$ cat config.mk
export PLATFORM = sky130hd
export DESIGN_NAME = mii_mac_tx_flat
export DESIGN_NICKNAME = d
export VERILOG_FILES = /design/src/rtl/mii_mac_tx_if.sv /design/src/rtl/mii_mac_tx.sv /design/src/flat_wrapper.sv
export SDC_FILE = /design/constraint.sdc
export NUM_CORES = 1
export LEC_CHECK = 0
export ABC_AREA = 1
export CAP_MARGIN = 15
export CORE_UTILIZATION = 49
export CTS_BUF_LIST = sky130_fd_sc_hd__clkbuf_16
export DETAILED_ROUTE_END_ITERATION = 16
export PLACE_DENSITY_LB_ADDON = 0.15
export SYNTH_ARGS = -nofsm -noshare
export SYNTH_HDL_FRONTEND = slang
export SYNTH_SLANG_ARGS = --single-unit
$ cat constraint.sdc
create_clock -name i_clk -period 7.73 [get_ports i_clk]
set_clock_uncertainty 0.15 [all_clocks]
set_input_delay 1.546 -clock i_clk [delete_from_list [all_inputs] [get_ports i_clk]]
set_output_delay 1.546 -clock i_clk [all_outputs]
set_load 0.05 [all_outputs]
$ cat src/rtl/mii_mac_tx_if.sv
// Frame request, payload buffer and RMII transmit signals of mii_mac_tx.
// master = MAC side, slave = the logic that feeds it and takes the line.
interface mii_mac_tx_if;
  logic        i_start;
  logic [47:0] im_dmac_addr;
  logic [47:0] im_smac_addr;
  logic [10:0] o_rdaddr;
  logic [7:0]  im_rddata;
  logic        o_txen;
  logic [1:0]  om_txdata;
  logic        o_busy;
  logic        o_done;

  modport master (
    input  i_start, im_dmac_addr, im_smac_addr, im_rddata,
    output o_rdaddr, o_txen, om_txdata, o_busy, o_done
  );

  modport slave (
    output i_start, im_dmac_addr, im_smac_addr, im_rddata,
    input  o_rdaddr, o_txen, om_txdata, o_busy, o_done
  );
endinterface

$ cat src/rtl/mii_mac_tx.sv
// RMII transmit MAC: one Ethernet II frame per start, 2 bits per clock, LSB dibit first.
// Define MII_MAC_TX_FCS_EN to append a CRC-32 FCS after the payload.
module mii_mac_tx #(
  parameter logic [15:0] TYPE_PROTOCOL = 16'h008A,
  parameter logic [10:0] ALDATA_NUM    = 11'd138,
  parameter logic [7:0]  IFG_CYCLES    = 8'd48
) (
  input  logic         i_clk,
  input  logic         i_rst,
  mii_mac_tx_if.master bus
);

  typedef enum logic [3:0] {
    IDLE, PREAMBLE, SFD, DMAC, SMAC, TYPE, AL_DATA,
`ifdef MII_MAC_TX_FCS_EN
    FCS,
`endif
    IFG
  } state_t;

  state_t      st, nst;
  logic [1:0]  dcnt;
  logic [2:0]  bcnt, nbcnt;
  logic [10:0] pcnt, npcnt;
  logic [7:0]  icnt;
  logic [5:0]  sh;
  logic [7:0]  nbyte;
  logic [47:0] dmac_q, smac_q;
  logic        txen, busy, done;
  logic [1:0]  txdata;
  logic [10:0] rdaddr;
  logic        go;

  // A new frame may also start straight out of the last IFG clock, so a held
  // start gives exactly IFG_CYCLES idle clocks between frames.
  assign go = bus.i_start && (st == IDLE || (st == IFG && icnt == IFG_CYCLES - 8'd1));

`ifdef MII_MAC_TX_FCS_EN
  logic [31:0] crc, crc_nx, fcs;

  function automatic logic [31:0] crc2(input logic [31:0] c, input logic [1:0] d);
    logic [31:0] r;
    r = c;
    for (int i = 0; i < 2; i++)
      r = (r[0] ^ d[i]) ? ({1'b0, r[31:1]} ^ 32'hEDB88320) : {1'b0, r[31:1]};
    return r;
  endfunction

  // The dibit on the line this clock is folded in, so the first FCS byte
  // (loaded on the final payload edge) already covers the last payload dibit.
  always_comb begin
    crc_nx = crc;
    if (st inside {DMAC, SMAC, TYPE, AL_DATA}) crc_nx = crc2(crc, txdata);
    fcs = ~crc_nx;
  end

  always_ff @(posedge i_clk) begin
    if (i_rst)          crc <= '1;
    else if (st == SFD) crc <= '1;
    else                crc <= crc_nx;
  end
`endif

  // Next field position and the byte that will fill it at the slot boundary.
  always_comb begin
    nst   = st;
    nbcnt = bcnt + 3'd1;
    npcnt = pcnt;
    nbyte = 8'h00;
    case (st)
      PREAMBLE: if (bcnt == 3'd6) begin nst = SFD; nbcnt = 3'd0; end
      SFD:      begin nst = DMAC; nbcnt = 3'd0; end
      DMAC:     if (bcnt == 3'd5) begin nst = SMAC; nbcnt = 3'd0; end
      SMAC:     if (bcnt == 3'd5) begin nst = TYPE; nbcnt = 3'd0; end
      TYPE:     if (bcnt == 3'd1) begin nst = AL_DATA; npcnt = 11'd0; end
      AL_DATA: begin
        npcnt = pcnt + 11'd1;
        nbcnt = 3'd0;
        if (pcnt == ALDATA_NUM) begin
`ifdef MII_MAC_TX_FCS_EN
          nst = FCS;
`else
          nst = IFG;
`endif
        end
      end
`ifdef MII_MAC_TX_FCS_EN
      FCS:      if (bcnt == 3'd3) nst = IFG;
`endif
      default: ;
    endcase
    case (nst)
      PREAMBLE: nbyte = 8'h55;
      SFD:      nbyte = 8'hD5;
      DMAC:     nbyte = dmac_q[8*(5-int'(nbcnt)) +: 8];
      SMAC:     nbyte = smac_q[8*(5-int'(nbcnt)) +: 8];
      TYPE:     nbyte = nbcnt[0] ? TYPE_PROTOCOL[7:0] : TYPE_PROTOCOL[15:8];
      AL_DATA:  nbyte = bus.im_rddata;
`ifdef MII_MAC_TX_FCS_EN
      FCS:      nbyte = fcs[8*int'(nbcnt[1:0]) +: 8];
`endif
      default:  nbyte = 8'h00;
    endcase
  end

  always_ff @(posedge i_clk) begin
    if (i_rst) begin
      st     <= IDLE;
      dcnt   <= 2'd0;
      bcnt   <= 3'd0;
      pcnt   <= 11'd0;
      icnt   <= 8'd0;
      sh     <= 6'd0;
      dmac_q <= 48'd0;
      smac_q <= 48'd0;
      txen   <= 1'b0;
      txdata <= 2'b00;
      rdaddr <= 11'd0;
      busy   <= 1'b0;
      done   <= 1'b0;
    end else begin
      done <= 1'b0;
      if (go) begin
        st     <= PREAMBLE;
        dcnt   <= 2'd0;
        bcnt   <= 3'd0;
        pcnt   <= 11'd0;
        dmac_q <= bus.im_dmac_addr;
        smac_q <= bus.im_smac_addr;
        txen   <= 1'b1;
        txdata <= 2'b01;
        sh     <= 6'h15;
        rdaddr <= 11'd0;
        busy   <= 1'b1;
      end else begin
        case (st)
          IDLE: rdaddr <= 11'd0;
          IFG: begin
            icnt <= icnt + 8'd1;
            if (icnt == IFG_CYCLES - 8'd2) done <= 1'b1;
            if (icnt == IFG_CYCLES - 8'd1) begin
              st     <= IDLE;
              busy   <= 1'b0;
              rdaddr <= 11'd0;
            end
          end
          default: begin
            if (dcnt != 2'd3) begin
              dcnt   <= dcnt + 2'd1;
              txdata <= sh[1:0];
              sh     <= {2'b00, sh[5:2]};
            end else begin
              dcnt <= 2'd0;
              st   <= nst;
              bcnt <= nbcnt;
              pcnt <= npcnt;
              if (nst == IFG) begin
                txen   <= 1'b0;
                txdata <= 2'b00;
                icnt   <= 8'd0;
              end else begin
                txdata <= nbyte[1:0];
                sh     <= nbyte[7:2];
              end
              // Fetch for the next payload slot starts as this one starts.
              if (nst == AL_DATA && npcnt != ALDATA_NUM) rdaddr <= npcnt + 11'd1;
            end
          end
        endcase
      end
    end
  end

  assign bus.o_txen    = txen;
  assign bus.om_txdata = txdata;
  assign bus.o_rdaddr  = rdaddr;
  assign bus.o_busy    = busy;
  assign bus.o_done    = done;

endmodule

$ cat src/flat_wrapper.sv
// flat-port wrapper written by rule: the top's interface ports become plain ports
module mii_mac_tx_flat 
#(
  parameter logic [15:0] TYPE_PROTOCOL = 16'h008A,
  parameter logic [10:0] ALDATA_NUM    = 11'd138,
  parameter logic [7:0]  IFG_CYCLES    = 8'd48
)
  (i_clk, i_rst, bus_i_start, bus_im_dmac_addr, bus_im_smac_addr, bus_im_rddata, bus_o_rdaddr, bus_o_txen, bus_om_txdata, bus_o_busy, bus_o_done);
  mii_mac_tx_if bus_i ();
  input  logic i_clk;
  input  logic i_rst;
  input wire logic [$bits(bus_i.i_start)-1:0] bus_i_start;
  input wire logic [$bits(bus_i.im_dmac_addr)-1:0] bus_im_dmac_addr;
  input wire logic [$bits(bus_i.im_smac_addr)-1:0] bus_im_smac_addr;
  input wire logic [$bits(bus_i.im_rddata)-1:0] bus_im_rddata;
  output wire logic [$bits(bus_i.o_rdaddr)-1:0] bus_o_rdaddr;
  output wire logic [$bits(bus_i.o_txen)-1:0] bus_o_txen;
  output wire logic [$bits(bus_i.om_txdata)-1:0] bus_om_txdata;
  output wire logic [$bits(bus_i.o_busy)-1:0] bus_o_busy;
  output wire logic [$bits(bus_i.o_done)-1:0] bus_o_done;
  assign bus_i.i_start = bus_i_start;
  assign bus_i.im_dmac_addr = bus_im_dmac_addr;
  assign bus_i.im_smac_addr = bus_im_smac_addr;
  assign bus_i.im_rddata = bus_im_rddata;
  assign bus_o_rdaddr = bus_i.o_rdaddr;
  assign bus_o_txen = bus_i.o_txen;
  assign bus_om_txdata = bus_i.om_txdata;
  assign bus_o_busy = bus_i.o_busy;
  assign bus_o_done = bus_i.o_done;
  mii_mac_tx #(.TYPE_PROTOCOL(TYPE_PROTOCOL), .ALDATA_NUM(ALDATA_NUM), .IFG_CYCLES(IFG_CYCLES)) u_core (.i_clk(i_clk), .i_rst(i_rst), .bus(bus_i));
endmodule
==> results.toml, run 1 <==
[timing]
slew-limit-headroom_pct = 33.0
layout_setup_ws_ns = 3.28
worstMarginPinSlew_ns = 1.00
fin_crit_sh_pct = 57.5
setup_viol = 0
hold_viol = 0
fin_setup_tns_ns = 0
maxSlewViolCount = 0
rsz0062_at_grt = "false"
period_needed_ns = 4.45
fmax_ghz = 0.225

[critical_path]
startpoint = "bus_i_start"
crit_type = "in2reg"
crit_slowest_cell = "nor2_1"
r2r-start = "u_core.st[3]"
crit_family = "buffers and inverters"
critPathCaptureType = "flop"
critPathMaxStageDelay_ns = 0.83
crit_buf_inv = 4
cp_max_fo = 84
worst-path-stages = 8
path_common_cell = "inv_1"
required_ns = 7.95
crit_arrival_ns = 4.67
cp-start-kind = "input pin"
cp_cell_sequence = "clkdlybuf4s50_1 -> nand2_4 -> inv_1 -> nor2_1 -> inv_1 -> a21oi_1 -> o21ai_0 -> inv_1"
reg2reg_depth = 12

[cts]
cts_sinks = 146
post_cts_buffers = 0
cts.htree.levels = 4
cts_tree = "done"
clock-root-buffer = "clkbuf_16"
postCtsHoldBufs = 0
cts_made_buffers = 17
cts_resized = 0
clock_path_buffers = 2
insertion_delay_ns = 0.43
clk_pin_slew_ns = 0.06

[power_and_ir_drop]
p_sw_mw = 0.481
clkPwrFrac_pct = 47.6
p_per_area_nw_per_um2 = 213
switching_share_pct = 23.9
p_seq_share_pct = 40.4
combinationalPowerShare_pct = 12.0
cellInternalPower_mw = 1.54
peakVddDrop_v = 0.000141
power_leakage_nw = 3.97

[synth]
ys_types = 36
synth_top_area_share_pct = 38.7
ys_seq_area_share_pct = 38.7
ys_warn_count = 0
synth_area_leaders = "dfxtp_1, nand2_1, a21oi_1"
synth_edf_count = 0
synth_seq_cells = 146
synth_nets = 1259
synth_area_um2 = 7550
avgSynthCellArea_um2 = 6.62
synth.largest_area_cell = "dfxtp_1"
async_reset_ff_share_pct = 0
synth_cells = 1141
ys_dominant_reg_cell = "dfxtp_1"

[layout]
drive_gt1_share_pct = 5.57
final_common_cell = "nand2_1"
fin_area_um2 = 9480
nNetsFinal = 1344
final_cell_mix = "nand2_1, inv_1, a21oi_1, dfxtp_1, o21ai_0"
n_fill_cell = 1392
syn2layout_area_growth_pct = 25.6
antennaDiodeCount = 0

[job]
drv_cap = 0

[floorplan]
core-area_um2 = 14800
dieArea_um2 = 15900
die_x_um = 126
fp.dieH_um = 126
row_count = 44
io_pins = 123
start_util_pct = 51.2

[grt]
grt_use_total_pct = 25.7
grt_pass1_vias = 6835
grt-ovfl-total = 0
grt_max_degree = 113
antenna_found_initial = 0
grt_pass1_wl_um = 32700

[route]
routed-wl-met2_um = 9160
drtPass1Iterations = 5
top_layer_used = "met4"
vias = 7566
antenna_left = 0
wl_met1_um = 9130
wire_per_inst_um = 14.0
wl_um = 19900
drt-initial-drc-count = 633
drc_errors = 0
vias_per_cell = 5.32
wl_met3_um = 1220

[placed_design]
port_buffers = 122
globalplace.congestion = 0.880
place_area_um2 = 8790
place_ws_ns = 2.87
hpwl_um = 13500

[run_status]
status = "completed"

[worst_hold_path]
min-delay-start = "u_core.smac_q[42]"
hold_class = "reg2reg"
holdPathStages = 2
==> path summary, 6_finish.rpt <==
| path | end | slack, ns |
|---|---|---|
| setup / recovery | u_core.pcnt[9] | 3.28 |
| hold / removal | u_core.smac_q[42] | 0.30 |
| setup reg to reg | u_core.pcnt[9] | 3.80 |
| hold reg to reg | u_core.smac_q[42] | 0.30 |
==> registers in the layout (all words and copies together) (netlist names) <==
| register | flops |
|---|---|
| u_core.icnt | 8 |
| u_core.sh | 6 |
| u_core.bus.om_txdata | 2 |
| u_core.bus.o_rdaddr | 11 |
| u_core.dmac_q | 48 |
| u_core.bus.o_done | 1 |
| u_core.bus.o_txen | 1 |
| u_core.dcnt | 2 |
| u_core.st | 4 |
| u_core.pcnt | 11 |
| u_core.bcnt | 3 |
| u_core.smac_q | 48 |
| u_core.bus.o_busy | 1 |
==> metrics by stage <==
stage | hold slack (ns) | power, mW | utilization, % | instances
floorplan | 0.280 | 0.975 | - | 1141
global placement | 0.289 | 1.07 | 59.6 | 1391
detailed placement | 0.294 | 1.07 | 59.6 | 1391
CTS | 0.303 | 2.02 | 64.2 | 1423
global route | 0.323 | 2.09 | 64.2 | 1423
finish | 0.301 | 2.02 | 64.2 | 1423
==> cell usage after synthesis, drive strengths merged (3+ instances only) <==
library cell    n
clkbuf         48
dfxtp         146
nand3          95
a21oi         148
nand2         231
nand3b          3
xor2            8
nand4          45
buf            13
o21ai         131
nor2           71
nor3            4
or2             3
inv           165
ha             11
clkinv          5
==> cells by family (layout without fill, tap and decap cells) <==
kind of cell | Yosys count | in the layout | share of synthesized area, %
compound gates | 289 | 289 | 19.6
simple gates | 454 | 454 | 26.9
flops | 146 | 146 | 38.7
xor+xnor | 10 | 10 | 1.16
buf+inv | 231 | 329 | 11.8
fa+ha+maj | 11 | 11 | 1.82
==> power by group through the flow <==
| stage | sequential [mW] | clock [mW] | combinational (mW) |
|---|---|---|---|
| floorplan | 0.833 | 0 | 0.142 |
| global placement | 0.829 | 0 | 0.236 |
| detailed placement | 0.831 | 0 | 0.239 |
| CTS | 0.814 | 0.969 | 0.241 |
| global route | 0.819 | 1.00 | 0.272 |
| finish | 0.815 | 0.960 | 0.242 |
==> worst register-to-register path, delay by kind of cell (launching register included) <==
kind | cells | cell delay, ns
AO/OA/AOI/OAI | 2 | 0.33
buffers and inverters | 4 | 1.06
flip-flops | 1 | 0.45
AND/OR/NAND/NOR | 6 | 1.88
==> layout make-up <==
cell class	count	area (um^2)	share of cell area (%)
clock inverter	15	264	2.79
clock buffer	17	425	4.49
tap	184	230	2.43
sequential	146	2920	30.8
inverter	170	638	6.73
timing repair buffer	127	1260	13.3
multi-input combinational	764	3740	39.5
==> metal layers <==
metal,GRT usage (%),up-vias
met5,0,-
met4,9.14,0
met3,4.72,27
met2,41.3,256
met1,34.5,3385
li1,-,3898
Power figures use the tool's default switching activity.
==> run 2: changes to the inputs <==
==> constraint.sdc (replaced) <==
create_clock -name i_clk -period 3.8 [get_ports i_clk]
set_clock_uncertainty 0.15 [all_clocks]
set_input_delay 0.76 -clock i_clk [delete_from_list [all_inputs] [get_ports i_clk]]
set_output_delay 0.76 -clock i_clk [all_outputs]
set_load 0.05 [all_outputs]
==> run 2 against run 1 <==
Against the previous run:
- combinational power rose by 110%
- cell area rose by 0.45%
- sequential power rose by 100%
- non-clock buffer count rose by 9
- largest cell class unchanged
==> results.toml, run 2 (same netlist as run 1, synthesis figures left out) <==
[timing]
fin_crit_sh_pct = 87.2
rsz0062_at_grt = "false"
fin_setup_tns_ns = 0
worstMarginPinSlew_ns = 1.04
setup_viol = 0
fmax_ghz = 0.302
slew-limit-headroom_pct = 30.6
layout_setup_ws_ns = 0.485
period_needed_ns = 3.32
hold_viol = 0
maxSlewViolCount = 0

[floorplan]
core-area_um2 = 14800
start_util_pct = 51.2
die_x_um = 126
fp.dieH_um = 126
dieArea_um2 = 15900
io_pins = 123
row_count = 44

[job]
drv_cap = 0

[critical_path]
r2r_end = "u_core.pcnt[9]"
cp_max_fo = 20
crit_type = "reg2reg"
reg2reg_depth = 12
reg2reg_slack_ns = 0.48
r2r-start = "u_core.st[3]"
critPathCaptureType = "flop"
crit_arrival_ns = 3.54
required_ns = 4.02
cp-start-kind = "flop"

[cts]
insertion_delay_ns = 0.43
cts_sinks = 146
clock_path_buffers = 2
clock-root-buffer = "clkbuf_16"
cts_resized = 0
cts_made_buffers = 17
postCtsHoldBufs = 0
cts.htree.levels = 4
clk_pin_slew_ns = 0.06
cts_tree = "done"
post_cts_buffers = 0

[route]
antenna_left = 0
wl_um = 19700
vias = 7643
wire_per_inst_um = 13.8
vias_per_cell = 5.34
drtPass1Iterations = 5
drt-initial-drc-count = 601
drc_errors = 0

[power_and_ir_drop]
p_seq_share_pct = 41.7
peakVddDrop_v = 0.000321
p_per_area_nw_per_um2 = 417
switching_share_pct = 24.6
power_leakage_nw = 3.99
total_power_mw = 3.97
cellInternalPower_mw = 2.99
clkPwrFrac_pct = 45.7
p_sw_mw = 0.979
combinationalPowerShare_pct = 12.5

[layout]
drive_gt1_share_pct = 6.09
antennaDiodeCount = 0
multiInputGateArea_um2 = 3740
final_common_cell = "nand2_1"
final-seq-area_um2 = 2920
final_cell_mix = "nand2_1, inv_1, a21oi_1, dfxtp_1, o21ai_0"
nNetsFinal = 1353
n_fill_cell = 1359
reg.largest.list = "u_core.dmac_q x48, u_core.smac_q x48"
syn2layout_area_growth_pct = 26.1

[placed_design]
globalplace.congestion = 0.899
place_ws_ns = 0.344
hpwl_um = 13800
port_buffers = 122

[grt]
grt_pass1_vias = 6832
antenna_found_initial = 0
grt_pass1_wl_um = 32600
grt_max_degree = 195
grt_use_total_pct = 25.7
grt-ovfl-total = 0

[worst_hold_path]
worst_hold_path.endpoint = "u_core.dmac_q[0]"
holdPathStages = 2
min-delay-start = "u_core.dmac_q[0]"
hold_class = "reg2reg"

[run_status]
status = "completed"
[run 2: how the worst max path moves through the flow]
| stage | from | endpoint | slack [ns] | cells after the start |
|---|---|---|---|---|
| after floorplan | u_core.st[0] | u_core.sh[5] | 1.23 | 17 |
| after global placement | i_rst | u_core.pcnt[9] | 0.39 | 6 |
| after detailed placement | bus_i_start | u_core.pcnt[9] | 0.34 | 8 |
| after CTS | u_core.st[3] | u_core.pcnt[9] | 0.56 | 12 |
| after global routing | u_core.st[3] | u_core.pcnt[9] | 0.24 | 12 |
| final | u_core.st[3] | u_core.pcnt[9] | 0.48 | 12 |
[run 2: power by group through the flow]
| stage | clock [mW] | combinational (mW) | sequential (mW) |
|---|---|---|---|
| 2_1_floorplan | 0 | 0.289 | 1.69 |
| 3_3_place_gp | 0 | 0.487 | 1.69 |
| 3_5_place_dp | 0 | 0.492 | 1.69 |
| 4_1_cts | 1.83 | 0.497 | 1.66 |
| 5_1_grt | 1.91 | 0.558 | 1.67 |
| 6_report | 1.82 | 0.498 | 1.66 |
[run 2: metrics by stage]
stage	hold WS [ns]	util (%)	std cells	cell area (um^2)
3_5_place_dp	0.294	60.2	1400	8880
4_1_cts	0.304	64.5	1432	9520
6_report	0.302	64.5	1432	9520
5_1_grt	0.324	64.5	1432	9520
2_1_floorplan	0.280	-	1141	7550
3_3_place_gp	0.290	60.2	1400	8880
[run 2: cell type report]
type / count / area share (%)
clock buffers: 17 / 4.47
clock inverters: 15 / 2.25
multi-input cells: 764 / 39.3
inverters: 170 / 6.70
well taps: 184 / 2.42
flip-flops and latches: 146 / 30.7
repair buffers: 136 / 14.2
[run 2: metal layers]
metal | share of wire [%] | routed length (um) | GRT usage (%) | vias up
met3 | 5.9 | 1170 | 5.10 | 22
met2 | 46 | 9130 | 42.2 | 234
met4 | 1.2 | 237 | 6.59 | 0
met1 | 47 | 9200 | 34.4 | 3469
met5 | 0 | 0 | 0 | -
li1 | - | - | - | 3918
[run 2: worst max-delay path, stage by stage (launching register included)]
cell and delay, ns:
dfxtp_1 0.45, inv_2 0.09, nand2_1 0.12, nor2_1 0.14, nand2_1 0.12, nand2_1 0.09, nand2_4 0.08, inv_1 0.11
nor2_1 0.80, inv_1 0.65, a21oi_1 0.25, o21ai_0 0.10, inv_1 0.08
==> run 3: changes to the inputs <==
--- a/config.mk
+++ b/config.mk
@@ -9,6 +9,7 @@
 export CAP_MARGIN = 15
 export CORE_UTILIZATION = 49
 export CTS_BUF_LIST = sky130_fd_sc_hd__clkbuf_16
+export CTS_CLUSTER_DIAMETER = 80
 export DETAILED_ROUTE_END_ITERATION = 16
 export PLACE_DENSITY_LB_ADDON = 0.15
 export SYNTH_ARGS = -nofsm -noshare
==> results of run 3 <==
The final DEF is identical to that of run 2; final timing and power are the same.
